[src/rtl/param_wb_loader_pkg.sv]
// Shared widths, buffer geometry defaults and FSM state encoding for the
// weight/bias parameter loader.
package param_wb_loader_pkg;

    // Parameter word width; must track the global data width of the WB path.
    localparam int unsigned DEF_BIT_DATA = 8;
    // Partial-sum width used by the downstream compute stages.
    localparam int unsigned DEF_BIT_PSUM = 24;

    localparam int unsigned DEF_P_DEPTH = 16;
    localparam int unsigned DEF_P_ADDR  = 4;
    localparam int unsigned DEF_P_REP_W = 8;

    typedef enum logic [1:0] {
        StIdle   = 2'd0,
        StStream = 2'd1,
        StDone   = 2'd2
    } state_e;

endpackage

[src/rtl/param_wb_loader_if.sv]
// Host/stream bundle of the parameter loader. The loader side uses the slave
// modport, the host and downstream side the master modport.
// Optional stall input is present only when PARAM_WB_LOADER_STALL_EN is defined.
interface param_wb_loader_if #(
    parameter int unsigned BIT_DATA = 8,
    parameter int unsigned P_ADDR   = 4,
    parameter int unsigned P_REP_W  = 8
) ();

    logic                i_Wr_En;
    logic [BIT_DATA-1:0] i_Wr_Data;
    logic                o_Wr_Ready;
    logic                i_Clear;
    logic                i_Start;
    logic [P_REP_W-1:0]  i_Repeat;
`ifdef PARAM_WB_LOADER_STALL_EN
    logic                i_Stall;
`endif
    logic [BIT_DATA-1:0] o_Param_WB;
    logic                o_Valid_WB_Param;
    logic                o_Busy;
    logic                o_Done;
    logic [P_ADDR:0]     o_Count;

    modport slave (
        input  i_Wr_En,
        input  i_Wr_Data,
        input  i_Clear,
        input  i_Start,
        input  i_Repeat,
`ifdef PARAM_WB_LOADER_STALL_EN
        input  i_Stall,
`endif
        output o_Wr_Ready,
        output o_Param_WB,
        output o_Valid_WB_Param,
        output o_Busy,
        output o_Done,
        output o_Count
    );

    modport master (
        output i_Wr_En,
        output i_Wr_Data,
        output i_Clear,
        output i_Start,
        output i_Repeat,
`ifdef PARAM_WB_LOADER_STALL_EN
        output i_Stall,
`endif
        input  o_Wr_Ready,
        input  o_Param_WB,
        input  o_Valid_WB_Param,
        input  o_Busy,
        input  o_Done,
        input  o_Count
    );

endinterface

[src/rtl/param_wb_loader_buf.sv]
// Parameter storage: register file with one synchronous write port and one
// combinational read port. Storage is not reset; unwritten entries are never read.
module param_wb_buf #(
    parameter int unsigned BIT_DATA = 8,
    parameter int unsigned P_DEPTH  = 16,
    parameter int unsigned P_ADDR   = 4
) (
    input  logic                clk_i,
    input  logic                wr_en_i,
    input  logic [P_ADDR-1:0]   wr_addr_i,
    input  logic [BIT_DATA-1:0] wr_data_i,
    input  logic [P_ADDR-1:0]   rd_addr_i,
    output logic [BIT_DATA-1:0] rd_data_o
);

    logic [BIT_DATA-1:0] mem_q [P_DEPTH];

    // Synchronous write of one entry.
    always_ff @(posedge clk_i) begin
        if (wr_en_i) begin
            mem_q[wr_addr_i] <= wr_data_i;
        end
    end

    assign rd_data_o = mem_q[rd_addr_i];

endmodule

[src/rtl/param_wb_loader.sv]
// Weight/bias parameter loader: buffers host-written parameters and replays them
// as a contiguous valid stream, (repeat+1) passes, into the WB parameter stage.
// Build option: define PARAM_WB_LOADER_STALL_EN to add the i_Stall stream hold input.
module param_wb_loader
    import param_wb_loader_pkg::*;
#(
    parameter int unsigned BIT_DATA = DEF_BIT_DATA,
    parameter int unsigned P_DEPTH  = DEF_P_DEPTH,
    parameter int unsigned P_ADDR   = DEF_P_ADDR,
    parameter int unsigned P_REP_W  = DEF_P_REP_W
) (
    input  logic             CLK,
    input  logic             RST,
    param_wb_loader_if.slave bus
);

    localparam logic [P_ADDR:0] DepthW = (P_ADDR+1)'(P_DEPTH);
    localparam logic [P_ADDR:0] CntOne = (P_ADDR+1)'(1);

    state_e              state_q, state_d;
    logic [P_ADDR:0]     count_q, count_d;
    logic [P_ADDR:0]     len_q, len_d;
    logic [P_ADDR:0]     eff_count;
    logic [P_ADDR-1:0]   rd_idx_q, rd_idx_d;
    logic [P_REP_W-1:0]  pass_q, pass_d;
    logic [P_REP_W-1:0]  reps_q, reps_d;
    logic [BIT_DATA-1:0] param_q, param_d;
    logic                valid_q, valid_d;
    logic                done_q, done_d;
    logic [BIT_DATA-1:0] rd_data;
    logic                wr_ready, wr_fire, start_fire;
    logic                stall, advance, last_idx, last_word;

`ifdef PARAM_WB_LOADER_STALL_EN
    assign stall = bus.i_Stall;
`else
    assign stall = 1'b0;
`endif

    assign wr_ready   = (state_q == StIdle) && (count_q < DepthW);
    // A clear without start drops a concurrent write; with start the clear is ignored.
    assign wr_fire    = bus.i_Wr_En && wr_ready && !(bus.i_Clear && !bus.i_Start);
    assign eff_count  = count_q + (P_ADDR+1)'(wr_fire);
    assign start_fire = (state_q == StIdle) && bus.i_Start && (eff_count != '0);
    assign advance    = (state_q == StStream) && !stall;
    assign last_idx   = ({1'b0, rd_idx_q} == (len_q - CntOne));
    assign last_word  = last_idx && (pass_q == reps_q);

    param_wb_buf #(
        .BIT_DATA (BIT_DATA),
        .P_DEPTH  (P_DEPTH),
        .P_ADDR   (P_ADDR)
    ) u_buf (
        .clk_i     (CLK),
        .wr_en_i   (wr_fire),
        .wr_addr_i (count_q[P_ADDR-1:0]),
        .wr_data_i (bus.i_Wr_Data),
        .rd_addr_i (rd_idx_q),
        .rd_data_o (rd_data)
    );

    // FSM state register.
    always_ff @(posedge CLK or posedge RST) begin
        if (RST) begin
            state_q <= StIdle;
        end else begin
            state_q <= state_d;
        end
    end

    // FSM next-state logic.
    always_comb begin
        state_d = state_q;
        case (state_q)
            StIdle:   if (start_fire) state_d = StStream;
            StStream: if (advance && last_word) state_d = StDone;
            StDone:   state_d = StIdle;
            default:  state_d = StIdle;
        endcase
    end

    // Next values of buffer count, stream length/repeat latches and read pointers.
    always_comb begin
        count_d  = count_q;
        len_d    = len_q;
        reps_d   = reps_q;
        rd_idx_d = rd_idx_q;
        pass_d   = pass_q;
        if (state_q == StIdle) begin
            if (bus.i_Clear && !bus.i_Start) begin
                count_d = '0;
            end else if (wr_fire) begin
                count_d = eff_count;
            end
            if (start_fire) begin
                len_d    = eff_count;
                reps_d   = bus.i_Repeat;
                rd_idx_d = '0;
                pass_d   = '0;
            end
        end else if (advance) begin
            if (last_idx) begin
                rd_idx_d = '0;
                pass_d   = pass_q + P_REP_W'(1);
            end else begin
                rd_idx_d = rd_idx_q + P_ADDR'(1);
            end
        end
    end

    // Counter and latch registers.
    always_ff @(posedge CLK or posedge RST) begin
        if (RST) begin
            count_q  <= '0;
            len_q    <= '0;
            reps_q   <= '0;
            rd_idx_q <= '0;
            pass_q   <= '0;
        end else begin
            count_q  <= count_d;
            len_q    <= len_d;
            reps_q   <= reps_d;
            rd_idx_q <= rd_idx_d;
            pass_q   <= pass_d;
        end
    end

    // FSM output logic: data is zero whenever valid is low.
    always_comb begin
        valid_d = 1'b0;
        param_d = '0;
        done_d  = 1'b0;
        if (advance) begin
            valid_d = 1'b1;
            param_d = rd_data;
        end
        if (state_q == StDone) begin
            done_d = 1'b1;
        end
    end

    // Output registers.
    always_ff @(posedge CLK or posedge RST) begin
        if (RST) begin
            valid_q <= 1'b0;
            param_q <= '0;
            done_q  <= 1'b0;
        end else begin
            valid_q <= valid_d;
            param_q <= param_d;
            done_q  <= done_d;
        end
    end

    assign bus.o_Wr_Ready       = wr_ready;
    assign bus.o_Param_WB       = param_q;
    assign bus.o_Valid_WB_Param = valid_q;
    assign bus.o_Busy           = (state_q == StStream);
    assign bus.o_Done           = done_q;
    assign bus.o_Count          = count_q;

endmodule

[src/flat_wrapper.sv]
// flat-port wrapper written by rule: the top's interface ports become plain ports
module param_wb_loader_flat import param_wb_loader_pkg::*;
#(
    parameter int unsigned BIT_DATA = DEF_BIT_DATA,
    parameter int unsigned P_DEPTH  = DEF_P_DEPTH,
    parameter int unsigned P_ADDR   = DEF_P_ADDR,
    parameter int unsigned P_REP_W  = DEF_P_REP_W
)
  (CLK, RST, bus_i_Wr_En, bus_i_Wr_Data, bus_i_Clear, bus_i_Start, bus_i_Repeat, bus_o_Wr_Ready, bus_o_Param_WB, bus_o_Valid_WB_Param, bus_o_Busy, bus_o_Done, bus_o_Count);
  param_wb_loader_if #(.BIT_DATA(BIT_DATA), .P_ADDR(P_ADDR), .P_REP_W(P_REP_W)) bus_i ();
  input  logic CLK;
  input  logic RST;
  input wire logic [$bits(bus_i.i_Wr_En)-1:0] bus_i_Wr_En;
  input wire logic [$bits(bus_i.i_Wr_Data)-1:0] bus_i_Wr_Data;
  input wire logic [$bits(bus_i.i_Clear)-1:0] bus_i_Clear;
  input wire logic [$bits(bus_i.i_Start)-1:0] bus_i_Start;
  input wire logic [$bits(bus_i.i_Repeat)-1:0] bus_i_Repeat;
  output wire logic [$bits(bus_i.o_Wr_Ready)-1:0] bus_o_Wr_Ready;
  output wire logic [$bits(bus_i.o_Param_WB)-1:0] bus_o_Param_WB;
  output wire logic [$bits(bus_i.o_Valid_WB_Param)-1:0] bus_o_Valid_WB_Param;
  output wire logic [$bits(bus_i.o_Busy)-1:0] bus_o_Busy;
  output wire logic [$bits(bus_i.o_Done)-1:0] bus_o_Done;
  output wire logic [$bits(bus_i.o_Count)-1:0] bus_o_Count;
  assign bus_i.i_Wr_En = bus_i_Wr_En;
  assign bus_i.i_Wr_Data = bus_i_Wr_Data;
  assign bus_i.i_Clear = bus_i_Clear;
  assign bus_i.i_Start = bus_i_Start;
  assign bus_i.i_Repeat = bus_i_Repeat;
  assign bus_o_Wr_Ready = bus_i.o_Wr_Ready;
  assign bus_o_Param_WB = bus_i.o_Param_WB;
  assign bus_o_Valid_WB_Param = bus_i.o_Valid_WB_Param;
  assign bus_o_Busy = bus_i.o_Busy;
  assign bus_o_Done = bus_i.o_Done;
  assign bus_o_Count = bus_i.o_Count;
  param_wb_loader #(.BIT_DATA(BIT_DATA), .P_DEPTH(P_DEPTH), .P_ADDR(P_ADDR), .P_REP_W(P_REP_W)) u_core (.CLK(CLK), .RST(RST), .bus(bus_i));
endmodule
[config.mk]
export PLATFORM = sky130hd
export DESIGN_NAME = param_wb_loader_flat
export DESIGN_NICKNAME = d
export VERILOG_FILES = /design/src/rtl/param_wb_loader_pkg.sv /design/src/rtl/param_wb_loader_if.sv /design/src/rtl/param_wb_loader_buf.sv /design/src/rtl/param_wb_loader.sv /design/src/flat_wrapper.sv
export SDC_FILE = /design/constraint.sdc
export NUM_CORES = 1
export LEC_CHECK = 0
export BUFFER_PORTS_ARGS = -buffer_cell sky130_fd_sc_hd__buf_2
export CAP_MARGIN = 30
export CORE_UTILIZATION = 57
export CTS_BUF_LIST = sky130_fd_sc_hd__clkbuf_4
export CTS_CLUSTER_DIAMETER = 120
export DETAILED_ROUTE_END_ITERATION = 8
export PLACE_DENSITY = 0.75
export SLEW_MARGIN = 5
export SYNTH_ARGS = -nofsm -noshare
export SYNTH_HDL_FRONTEND = slang
export SYNTH_SLANG_ARGS = --single-unit
[constraint.sdc]
create_clock -name CLK -period 2.8 [get_ports CLK]
set_input_delay 0.42 -clock CLK [delete_from_list [all_inputs] [get_ports CLK]]
set_output_delay 0.42 -clock CLK [all_outputs]
set_load 0.1 [all_outputs]
==> results of run 1 <==
[registers in the layout, indices dropped and copies added, names as in the netlist]
| signal | flops |
|---|---|
| u_core.bus.o_Count | 5 |
| u_core.bus.o_Done | 1 |
| u_core.bus.o_Param_WB | 8 |
| u_core.bus.o_Valid_WB_Param | 1 |
| u_core.len_q | 5 |
| u_core.pass_q | 8 |
| u_core.rd_idx_q | 4 |
| u_core.reps_q | 8 |
| u_core.state_q | 2 |
| u_core.u_buf.mem_q | 128 |
[how the worst max path moves through the flow]
stage / from / cells past startpoint / end / slack (ns)
floorplan: u_core.bus.o_Count[4] / 11 / u_core.pass_q[6] / 0.01
global placement: bus_i_Start / 11 / u_core.reps_q[6] / 0.08
detailed placement: bus_i_Start / 11 / u_core.reps_q[3] / 0.002
CTS: u_core.bus.o_Count[4] / 10 / u_core.reps_q[1] / 0.07
global route: u_core.bus.o_Count[4] / 10 / u_core.reps_q[7] / 0.02
finish: u_core.bus.o_Count[4] / 10 / u_core.reps_q[0] / 0.15
[final cells by class]
| cell class | count | area [um^2] | area share |
|---|---|---|---|
| clock buffers | 17 | 127.6 | 0.01615 |
| clock inverters | 15 | 141.4 | 0.01789 |
| inverters | 8 | 30.03 | 0.003800 |
| multi-input cells | 192 | 2036 | 0.2576 |
| flip-flops and latches | 170 | 4901 | 0.6203 |
| well taps | 168 | 210.2 | 0.02660 |
| repair buffers | 71 | 455.4 | 0.05764 |
[routing by layer]
layer  share of wire  track usage  wire, um  vias to the layer above
met5               0            0         0                        -
met3           0.049      0.05570       623                       15
met1            0.42       0.2831      5400                     1955
met4           0.013      0.07544       161                        0
met2            0.52       0.3620      6591                      101
li1                -            -         -                     1703
[worst register-to-register path, delay by kind of cell (launching register included)]
kind / cells / cell delay, ns
flip-flops: 1 / 0.53
buffers and inverters: 2 / 0.29
multiplexers: 1 / 0.27
AND/OR/NAND/NOR: 3 / 0.74
AO/OA/AOI/OAI: 2 / 0.26
adder cells (fa/ha/maj): 2 / 0.45
[report_power, final]
group	leakage, nW	internal (mW)	switching [mW]
combinational	1.04	0.0130	0.0385
clock	0.142	0.457	0.871
sequential	1.65	2.71	0
[kinds of logic (layout without fill, tap and decap cells)]
family          count (synthesis)  count (layout)  synth area share
simple gates                   78              78           0.05848
flops                         170             170            0.6932
mux                            49              49            0.1556
compound gates                 41              41           0.03916
xor+xnor                       19              19           0.02357
buf+inv                        27             111           0.02109
fa+ha+maj                       5               5          0.008861
[synth_stat cells, types with 2 or more instances]
cell,number,share of area
mux4_2,14,0.045
nor2b_1,3,0.0027
nand2b_1,4,0.0035
a22o_1,3,0.0037
mux2_2,8,0.013
buf_6,2,0.0032
a31oi_1,7,0.0062
inv_1,8,0.0043
nor2_1,16,0.0085
nor3_1,6,0.0043
and3_1,5,0.0044
xnor2_1,4,0.0050
mux4_1,26,0.097
a21oi_1,8,0.0057
buf_2,5,0.0035
edfxtp_1,128,0.54
o22ai_1,2,0.0018
o21ai_0,9,0.0064
xor2_1,15,0.019
buf_8,2,0.0043
nand3_1,4,0.0028
dfrtp_1,42,0.15
nor4_1,6,0.0053
nand2_1,16,0.0085
buf_1,2,0.0011
ha_1,5,0.0089
clkbuf_1,7,0.0037
and2_1,8,0.0071
a31oi_2,2,0.0035
or2_2,2,0.0018
nand3b_1,2,0.0021
o21a_1,4,0.0043
[placed cells by master (no fill, tap or decap), types with 3 or more instances in the layout]
master	instances
inv_1	8
a21oi_1	8
nor2_1	15
o21ai_0	9
and3_1	5
ha_1	5
nand2b_1	4
clkinv_4	4
nand2_1	16
clkbuf_4	17
xnor2_1	4
and2_1	8
mux4_1	26
buf_4	32
a22o_1	3
inv_6	3
nand3_1	4
o21a_1	4
xor2_1	15
buf_2	37
mux2_2	8
dfrtp_1	39
nor3_1	6
mux4_2	14
nor4_1	5
edfxtp_1	128
a31oi_1	7
[metrics by stage]
stage,utilization,power (mW),cells
finish,0.6551,4.090,641
global route,0.6551,4.229,641
CTS,0.6533,4.133,639
detailed placement,0.6302,2.817,606
global placement,0.6302,2.813,606
floorplan,-,2.777,389
[what timing repair did]
action | 4_1_cts | 5_1_grt
endpoints found under the hold margin | 42 | 0
hold buffers | 1 | 0
setup buffers | 0 | 2
resized for setup | 0 | 3
setup endpoints to repair | 0 | 19
==> run_results.csv, run 1 <==
group,metric,value,unit
floorplanning,die_w,113.3,um
timing,final.setup_skew,0.02416,ns
floorplanning,floorplan.die_area,12840,um^2
status,run_status,"complete, but fails checks",
power,power.density_cell_area,517.6,nW/um^2
finish,n_antenna_cell,0,
synth,synth_seq_cells,170,
finish,syn_to_final_growth,11.91,%
timing,worstMarginPinSlew,0.5210,ns
routing,route.vias.total,3774,
timing,min_period_over_period,0.9448,
finish,fin_area,7901,um^2
power,ir_drop,0.4675,mV
critical_path,timing.reg2reg.worst_path_depth,10,
grt,first_pass_grt_wire_length,20160,um
critical_path,crit_buf_inv,2,
critical_path,crit_path_max_incr_delay,0.53,ns
critical_path,capture_point_of_the_worst_reg_to_reg_path,"u_core.reps_q[0]",
timing,final_period_minus_worst_setup_slack,2.645,ns
critical_path,critical_path_required,3.24,ns
place,pre_cts_slack,0.001938,ns
floorplanning,start_util,0.5854,
timing,hold_viol_final,0,
status,failed_checks,"design-rule violations",
routing,number_of_remaining_drc_errors,2,
place,gpl_wtd_cong,0.8360,
critical_path,critical_path_peak_fanout,8,
critical_path,critPathKind,"flop to flop",
critical_path,setup.reg_to_reg.worst_slack,0.15,ns
routing,wl_per_cell,19.93,um
clocking,worst_setup_hold_path_clk_slew,0.14,ns
timing,fmax,378.0,MHz
critical_path,timing.critical_path.max_delay_family,"simple AND/OR/NAND/NOR gates",
timing,final-setup-viol-count,0,
floorplanning,coreArea,12060,um^2
timing,worst_slew_margin_rel,0.6527,
worst_hold_path,worst_hold_path_type,"primary input to flop",
synth,mappedNetlistArea,7061,um^2
routing,drt_wl_total,12780,um
clocking,tritoncts_clock_tree,"yes",
clocking,cts_num_sinks,170,
place,detailed_place_hpwl,8591,um
timing,fin_hold_ws,0.08024,ns
grt,pin_count_of_the_biggest_net_entering_global_routing,43,
grt,grt.total_usage,0.2180,
timing,post-route-worst-setup-slack,0.1547,ns
critical_path,cpMaxStageDelayCell,"dfrtp_4",
critical_path,worst_setup_path_start_kind,"flop",
clocking,number_of_buffers_inserted_during_clock_tree_synthesis,17,
finish,layout-drive-gt1-share,0.2875,
synth,total_nets_after_synthesis,415,
critical_path,timing.rr.start,"u_core.bus.o_Count[4]",
grt,first_global_vias,3833,
worst_hold_path,min-delay-start,"bus_i_Repeat[5]",
worst_hold_path,worst_hold_end,"u_core.reps_q[5]",
synth,sequential_element_share_of_the_synthesized_area,0.6932,
finish,fill_cell_instance_count_of_the_final_layout,830,
routing,detailedRoute.firstPassIterationCount,6,
critical_path,cell_chain_of_the_critical_path,"nor2b_2 -> nand3b_1 -> inv_1 -> ha_1 -> ha_1 -> or4_1 -> o22ai_2 -> a21oi_2 -> buf_4 -> mux2_2",
synth,synth_ff_type,"edfxtp_1",
critical_path,critical-path-top-cell-by-count,"ha_1",
routing,ant_nets,0,
synth,synth_cells,389,
routing,routed_via_density,5.888,
flow_run,drv.max_cap_violation_count,0,
synth,async_sr_flop_fraction,0.2471,
clocking,buffer_depth_of_the_longest_clock_path,2,
floorplanning,io_pins,38,
timing,rsz_0062_raised_after_global_routing,"false",
timing,totalNegativeSetupSlack,0,ns
power,static-leakage-power,2.828,nW
grt,initial_antenna_violation_count,0,
synth,number_of_distinct_library_cells_after_synthesis,46,
place,detailed_place.area,7601,um^2
synth,synth-edff-count,128,
worst_hold_path,timing.hold.worst_path_depth,2,
synth,ys.warnings.count,0,
clocking,cts-htree-levels,4,
routing,detailedRoute.firstIterationViolations,266,
floorplanning,rows,40,
grt,global_route.overflow_total,0,
synth,average_footprint_of_a_synthesized_cell,18.15,um^2
finish,layout.nets,486,
place,io_buf_count,37,
critical_path,worst_setup_path_end_kind,"flop",
clocking,cts-root-buf,"clkbuf_4",
timing,slew_violations,0,
clocking,worstSkewPairLatency,0.56,ns
floorplanning,die-height,113.3,um
critical_path,crit_arrival,3.09,ns
No activity file was read; power rests on OpenSTA's default activity.
==> inputs of run 2 (changes only) <==
BUFFER_PORTS_ARGS = not set   (was -buffer_cell sky130_fd_sc_hd__buf_2)
CORE_UTILIZATION = 59   (was 57)
CTS_CLUSTER_SIZE = 24   (was not set)
DONT_BUFFER_PORTS = 1   (was not set)
HOLD_SLACK_MARGIN = 0.05   (was not set)
==> run 2 against run 1 <==
Net effect: the run still ends with design-rule violations left; worst hold slack improved by 0.14 ns; flip-flop and latch count unchanged; non-clock buffer count decreased by 18; design area shrank 0.33%; fmax decreased by 0.26%; register-to-register slack is essentially flat; critical endpoint is now u_core.reps_q[5]; highest routed layer unchanged.
==> run_results.csv, run 2 (synthesis gave the netlist of run 1 again) <==
group,metric,value,unit
finish,seq_area,4901,um^2
clocking,cts_num_sinks,170,
finish,layout.core_utilization,0.6838,
grt,gr-usage-met2,0.3646,
power,static-leakage-power,2.750,nW
timing,final_period_minus_worst_setup_slack,2.652,ns
critical_path,critical_path_required,3.25,ns
clocking,number_of_buffers_inserted_during_clock_tree_synthesis,17,
grt,first_pass_grt_wire_length,20020,um
timing,hold_viol_final,0,
timing,fmax,377.1,MHz
routing,routed_via_density,6.072,
finish,syn_to_final_growth,11.54,%
timing,rsz_0062_raised_after_global_routing,"false",
critical_path,cp_num_cells,10,
routing,number_of_remaining_drc_errors,8,
clocking,worst_setup_hold_path_clk_slew,0.13,ns
place,detailed_place_hpwl,8454,um
critical_path,timing.reg2reg.worst_path_depth,10,
finish,flip_flop_count_of_the_largest_register_all_copies_and_words_added,128,
floorplanning,io_pins,38,
floorplanning,start_util,0.6131,
grt,initial_antenna_violation_count,0,
clocking,post-cts-setup-buffers,0,
routing,drt_wl_total,12830,um
critical_path,crit_arrival,3.10,ns
critical_path,critPathKind,"flop to flop",
critical_path,critical_path_peak_fanout,8,
grt,grt.total_usage,0.2242,
timing,totalNegativeSetupSlack,0,ns
critical_path,worst_setup_path_start_kind,"flop",
critical_path,cell_chain_of_the_critical_path,"nor2b_1 -> nand3b_1 -> inv_2 -> ha_1 -> ha_1 -> or4_1 -> o22ai_2 -> a21oi_2 -> buf_4 -> mux2_2",
clocking,buffer_depth_of_the_longest_clock_path,2,
clocking,cts-root-buf,"clkbuf_4",
timing,min_period_over_period,0.9472,
floorplanning,die-height,111.4,um
floorplanning,die_w,111.4,um
timing,final.setup_skew,0.01269,ns
timing,worstMarginPinSlew,0.8832,ns
critical_path,worst_setup_path_end_kind,"flop",
routing,ant_nets,0,
clocking,cts-htree-levels,4,
routing,wl_per_cell,21.46,um
critical_path,capture_point_of_the_worst_reg_to_reg_path,"u_core.reps_q[5]",
power,power.density_cell_area,514.4,nW/um^2
finish,fill_cell_instance_count_of_the_final_layout,746,
grt,global_route.usage.met1,0.2994,
timing,worst_slew_margin_rel,0.4116,
routing,route.vias.total,3631,
critical_path,timing.critical_path.max_delay_family,"simple AND/OR/NAND/NOR gates",
timing,slew_violations,0,
finish,mostFrequentLayoutCell,"edfxtp_1",
power,pwr-share-clk,0.316,
power,comb_power_share,0.014,
power,switching_share,0.2141,
finish,register_with_the_most_flip_flops,"u_core.u_buf.mem_q",
status,run_status,"complete, but fails checks",
critical_path,setup.reg_to_reg.worst_slack,0.15,ns
grt,pin_count_of_the_biggest_net_entering_global_routing,38,
critical_path,crit_path_max_incr_delay,0.49,ns
grt,grt_most_used_layer,"met2",
finish,fin_area,7875,um^2
critical_path,crit_path_end,"u_core.reps_q[5]",
floorplanning,rows,39,
power,net_sw_power,867.4,uW
critical_path,cpMaxStageDelayCell,"dfrtp_4",
finish,layout-drive-gt1-share,0.2198,
power,portion_of_total_power_attributed_to_sequential_cells,0.669,
power,internal_power,3.184,mW
grt,global_route.overflow_total,0,
finish,multi_input_area,2033,um^2
critical_path,critical-path-top-cell-by-count,"ha_1",
routing,detailedRoute.firstIterationViolations,297,
critical_path,crit_buf_inv,2,
critical_path,timing.rr.start,"u_core.bus.o_Count[4]",
floorplanning,coreArea,11520,um^2
flow_run,drv.max_cap_violation_count,0,
clocking,tritoncts_clock_tree,"yes",
worst_hold_path,worst_hold_path_type,"primary input to asynchronous set/reset pin",
grt,gr-usage-met3,0.05879,
power,ir_drop,0.4542,mV
finish,commonest_non_fill_non_tap_cells_in_the_layout,"edfxtp_1 (128), dfrtp_1 (39), buf_4 (31)",
routing,detailedRoute.firstPassIterationCount,6,
place,io_buf_count,0,
place,detailed_place.area,7415,um^2
status,failed_checks,"design-rule violations",
critical_path,timing.critical_path.from,"u_core.bus.o_Count[4]",
timing,fin_hold_ws,0.2162,ns
grt,first_global_vias,3689,
timing,final-setup-viol-count,0,
clocking,worstSkewPairLatency,0.56,ns
place,gpl_wtd_cong,0.8809,
finish,layout.nets,468,
finish,n_antenna_cell,0,
floorplanning,floorplan.die_area,12410,um^2
[run 2: routing by layer]
layer	part of all wire	routed length, um
met1	0.43	5565
met3	0.047	599
met4	0.012	149
met2	0.51	6519
met5	0	0
[run 2: worst min-delay path by stage]
stage	start	end	slack [ns]	cells past startpoint
finish	RST	u_core.bus.o_Count[4]	0.22	2
detailed placement	RST	u_core.bus.o_Count[3]	0.24	1
floorplan	u_core.state_q[0]	u_core.bus.o_Done	0.44	1
global placement	RST	u_core.bus.o_Count[4]	0.23	1
global route	RST	u_core.bus.o_Count[1]	0.19	2
CTS	RST	u_core.bus.o_Count[4]	0.17	2
[run 2: metrics by stage]
stage | std cells | power, mW | worst slack [ns]
global placement | 546 | 2.781 | 0.1403
detailed placement | 546 | 2.782 | 0.06933
floorplan | 389 | 2.777 | 0.01131
finish | 598 | 4.051 | 0.1479
CTS | 598 | 4.089 | 0.1166
global route | 598 | 4.180 | 0.001524
[run 2: final cells by class]
class / count / area share
inverters: 8 / 0.003813
multi-input cells: 192 / 0.2582
repair buffers: 53 / 0.06006
clock inverters: 14 / 0.01573
well taps: 143 / 0.02272
flip-flops and latches: 170 / 0.6223
clock buffers: 18 / 0.01716
[run 2: power by group through the flow]
| stage | combinational (mW) | sequential, mW | clock [mW] |
|---|---|---|---|
| 6_report | 0.0582 | 2.71 | 1.28 |
| 5_1_grt | 0.0647 | 2.71 | 1.40 |
| 4_1_cts | 0.0593 | 2.71 | 1.32 |
| 3_5_place_dp | 0.0154 | 2.77 | 0 |
| 3_3_place_gp | 0.0146 | 2.77 | 0 |
| 2_1_floorplan | 0.0106 | 2.77 | 0 |
[run 2: worst register-to-register path, cell delays in order (launching register included)]
cell and delay, ns:
dfrtp_4 0.49, nor2b_1 0.15, nand3b_1 0.14, inv_2 0.11, ha_1 0.18, ha_1 0.26, or4_1 0.49, o22ai_2 0.16
a21oi_2 0.11, buf_4 0.19, mux2_2 0.27
[run 2: timing repair]
| action | 4_1_cts | 5_1_grt |
|---|---|---|
| resized for setup | 0 | 2 |
| endpoints found under the setup margin | 0 | 17 |
| endpoints found under the hold margin | 180 | 0 |
| hold buffers | 20 | 0 |
==> inputs of run 3 (changes only) <==
==> constraint.sdc (replaced) <==
create_clock -name CLK -period 2.8 [get_ports CLK]
set_input_delay 0.42 -clock CLK [delete_from_list [all_inputs] [get_ports CLK]]
set_output_delay 0.42 -clock CLK [all_outputs]
set_load 0.05 [all_outputs]
==> run 3 against run 2 <==
Net effect: the run still ends with design-rule violations left; combinational power decreased by 1%; critical path depth unchanged; power increased by 2.9%; design area about the same; cell count decreased by 0.17%; utilization about the same; worst setup slack improved by 0.020 ns; critical path type unchanged; largest cell class unchanged; highest routed layer unchanged.
==> run_results.csv, run 3 (synthesis gave the netlist of run 1 again) <==
group,metric,value,unit
finish,post_layout_nonfiller_instances,597,
clocking,tritoncts_clock_tree,"yes",
place,io_buf_count,0,
finish,commonest_non_fill_non_tap_cells_in_the_layout,"edfxtp_1 (128), dfrtp_1 (40), buf_4 (32)",
grt,global_route.overflow_total,0,
grt,pin_count_of_the_biggest_net_entering_global_routing,38,
routing,ant_nets,0,
timing,hold_viol_final,0,
status,failed_checks,"design-rule violations",
critical_path,critical_path_required,3.22,ns
timing,totalNegativeSetupSlack,0,ns
finish,layout.nets,466,
floorplanning,die_w,111.4,um
floorplanning,rows,39,
floorplanning,io_pins,38,
critical_path,critical_path_peak_fanout,8,
finish,layout-drive-gt1-share,0.2141,
critical_path,crit_arrival,3.06,ns
timing,fmax,379.9,MHz
routing,detailedRoute.firstIterationViolations,301,
clocking,worst_setup_hold_path_clk_slew,0.13,ns
power,static-leakage-power,2.757,nW
grt,grt.total_usage,0.2229,
grt,first_global_vias,3769,
routing,detailedRoute.firstPassIterationCount,6,
floorplanning,coreArea,11520,um^2
clocking,worstSkewPairLatency,0.53,ns
status,run_status,"complete, but fails checks",
clocking,cts_num_sinks,170,
grt,grt_most_used_layer,"met2",
timing,final-setup-viol-count,0,
power,ir_drop,0.6295,mV
routing,drt_wl_total,12760,um
finish,syn_to_final_growth,11.47,%
grt,gr-usage-met3,0.05498,
timing,worst_slew_margin_rel,0.4285,
routing,route.vias.total,3603,
clocking,buffer_depth_of_the_longest_clock_path,2,
grt,initial_antenna_violation_count,1,
routing,wl_per_cell,21.37,um
timing,worstMarginPinSlew,0.8519,ns
place,detailed_place_hpwl,8600,um
critical_path,critPathKind,"flop to flop",
clocking,post-cts-setup-buffers,0,
critical_path,worst_setup_path_start_kind,"flop",
clocking,cts-root-buf,"clkbuf_4",
finish,flip_flop_count_of_the_largest_register_all_copies_and_words_added,128,
power,final_total_pwr,4.169,mW
finish,register_with_the_most_flip_flops,"u_core.u_buf.mem_q",
power,power.density_cell_area,529.7,nW/um^2
timing,min_period_over_period,0.9401,
timing,final.setup_skew,0.01558,ns
place,placedCellCount,546,
place,gpl_wtd_cong,0.8688,
timing,rsz_0062_raised_after_global_routing,"false",
grt,gr-usage-met2,0.3708,
worst_hold_path,worst_hold_path_type,"primary input to flop",
timing,slew_violations,0,
grt,first_pass_grt_wire_length,20210,um
floorplanning,die-height,111.4,um
timing,final_period_minus_worst_setup_slack,2.632,ns
routing,routed_via_density,6.035,
clocking,cts-htree-levels,4,
grt,global_route.usage.met1,0.2941,
clocking,number_of_buffers_inserted_during_clock_tree_synthesis,17,
routing,number_of_remaining_drc_errors,12,
flow_run,drv.max_cap_violation_count,0,
finish,mostFrequentLayoutCell,"edfxtp_1",
floorplanning,start_util,0.6131,
critical_path,worst_setup_path_end_kind,"flop",
floorplanning,floorplan.die_area,12410,um^2
run 3: changes by cell type in the layout (fill, tap and decap cells not counted), sizes merged:
cell | previous run | this run
bufinv | 1 | 2
clkbuf | 18 | 17
clkinv | 8 | 6
clkinvlp | 3 | 1
diode | 0 | 1
dlygate4sd3 | 20 | 18
inv | 10 | 14
run 3: layer usage:
metal | up-vias | wire length, um
li1 | 1657 | -
met1 | 1839 | 5538
met2 | 86 | 6470
met3 | 21 | 499
met4 | 0 | 246
met5 | - | 0
run 3: stage by stage:
stage	worst slack (ns)	util	hold slack, ns	instance area, um^2
floorplan	0.03642	-	0.4399	7062
global placement	0.1472	0.6422	0.3989	7396
detailed placement	0.08241	0.6422	0.4122	7396
CTS	0.1525	0.6829	0.05420	7864
global route	0.01838	0.6834	0.08640	7870
finish	0.1676	0.6834	0.09479	7870
run 3: path summary, 6_finish.rpt:
path | startpoint | endpoint | slack, ns | cells past startpoint
max reg2reg | u_core.state_q[0] | u_core.reps_q[3] | 0.17 | 10
min | bus_i_Start | u_core.bus.o_Count[4] | 0.09 | 2
max | u_core.state_q[0] | u_core.reps_q[3] | 0.17 | 10
min reg2reg | u_core.state_q[0] | u_core.bus.o_Done | 0.50 | 1
max in group asynchronous | RST | u_core.reps_q[3] | 1.73 | 3
min in group asynchronous | RST | u_core.len_q[1] | 0.39 | 2
run 3: critical path, stage by stage, from the launching register on:
cell	delay (ns)
dfrtp_1	0.44
nor2_2	0.15
nand3b_1	0.11
inv_1	0.13
ha_1	0.19
ha_1	0.27
or4_1	0.50
o22ai_2	0.17
a21oi_2	0.11
buf_4	0.19
mux2_2	0.27
run 3: final cells by class:
cell class              instances  area (um^2)
well taps                     143        178.9
inverters                       8        30.03
diodes                          1        2.502
clock inverters                15        160.2
repair buffers                 51        440.4
clock buffers                  17        127.6
fillers                       744         3646
flip-flops and latches        170         4897
multi-input cells             192         2033
run 3: repair_timing:
action,in CTS,in global routing
hold endpoints to repair,160,0
resized for setup,0,2
hold buffers,18,0
endpoints found under the setup margin,0,10
run 3: report_power, final:
group | total [mW] | internal (mW) | switching [mW]
Combinational | 0.0575 | 0.0190 | 0.0385
Sequential | 2.71 | 2.71 | 0
Clock | 1.40 | 0.549 | 0.852
Total | 4.17 | 3.28 | 0.890
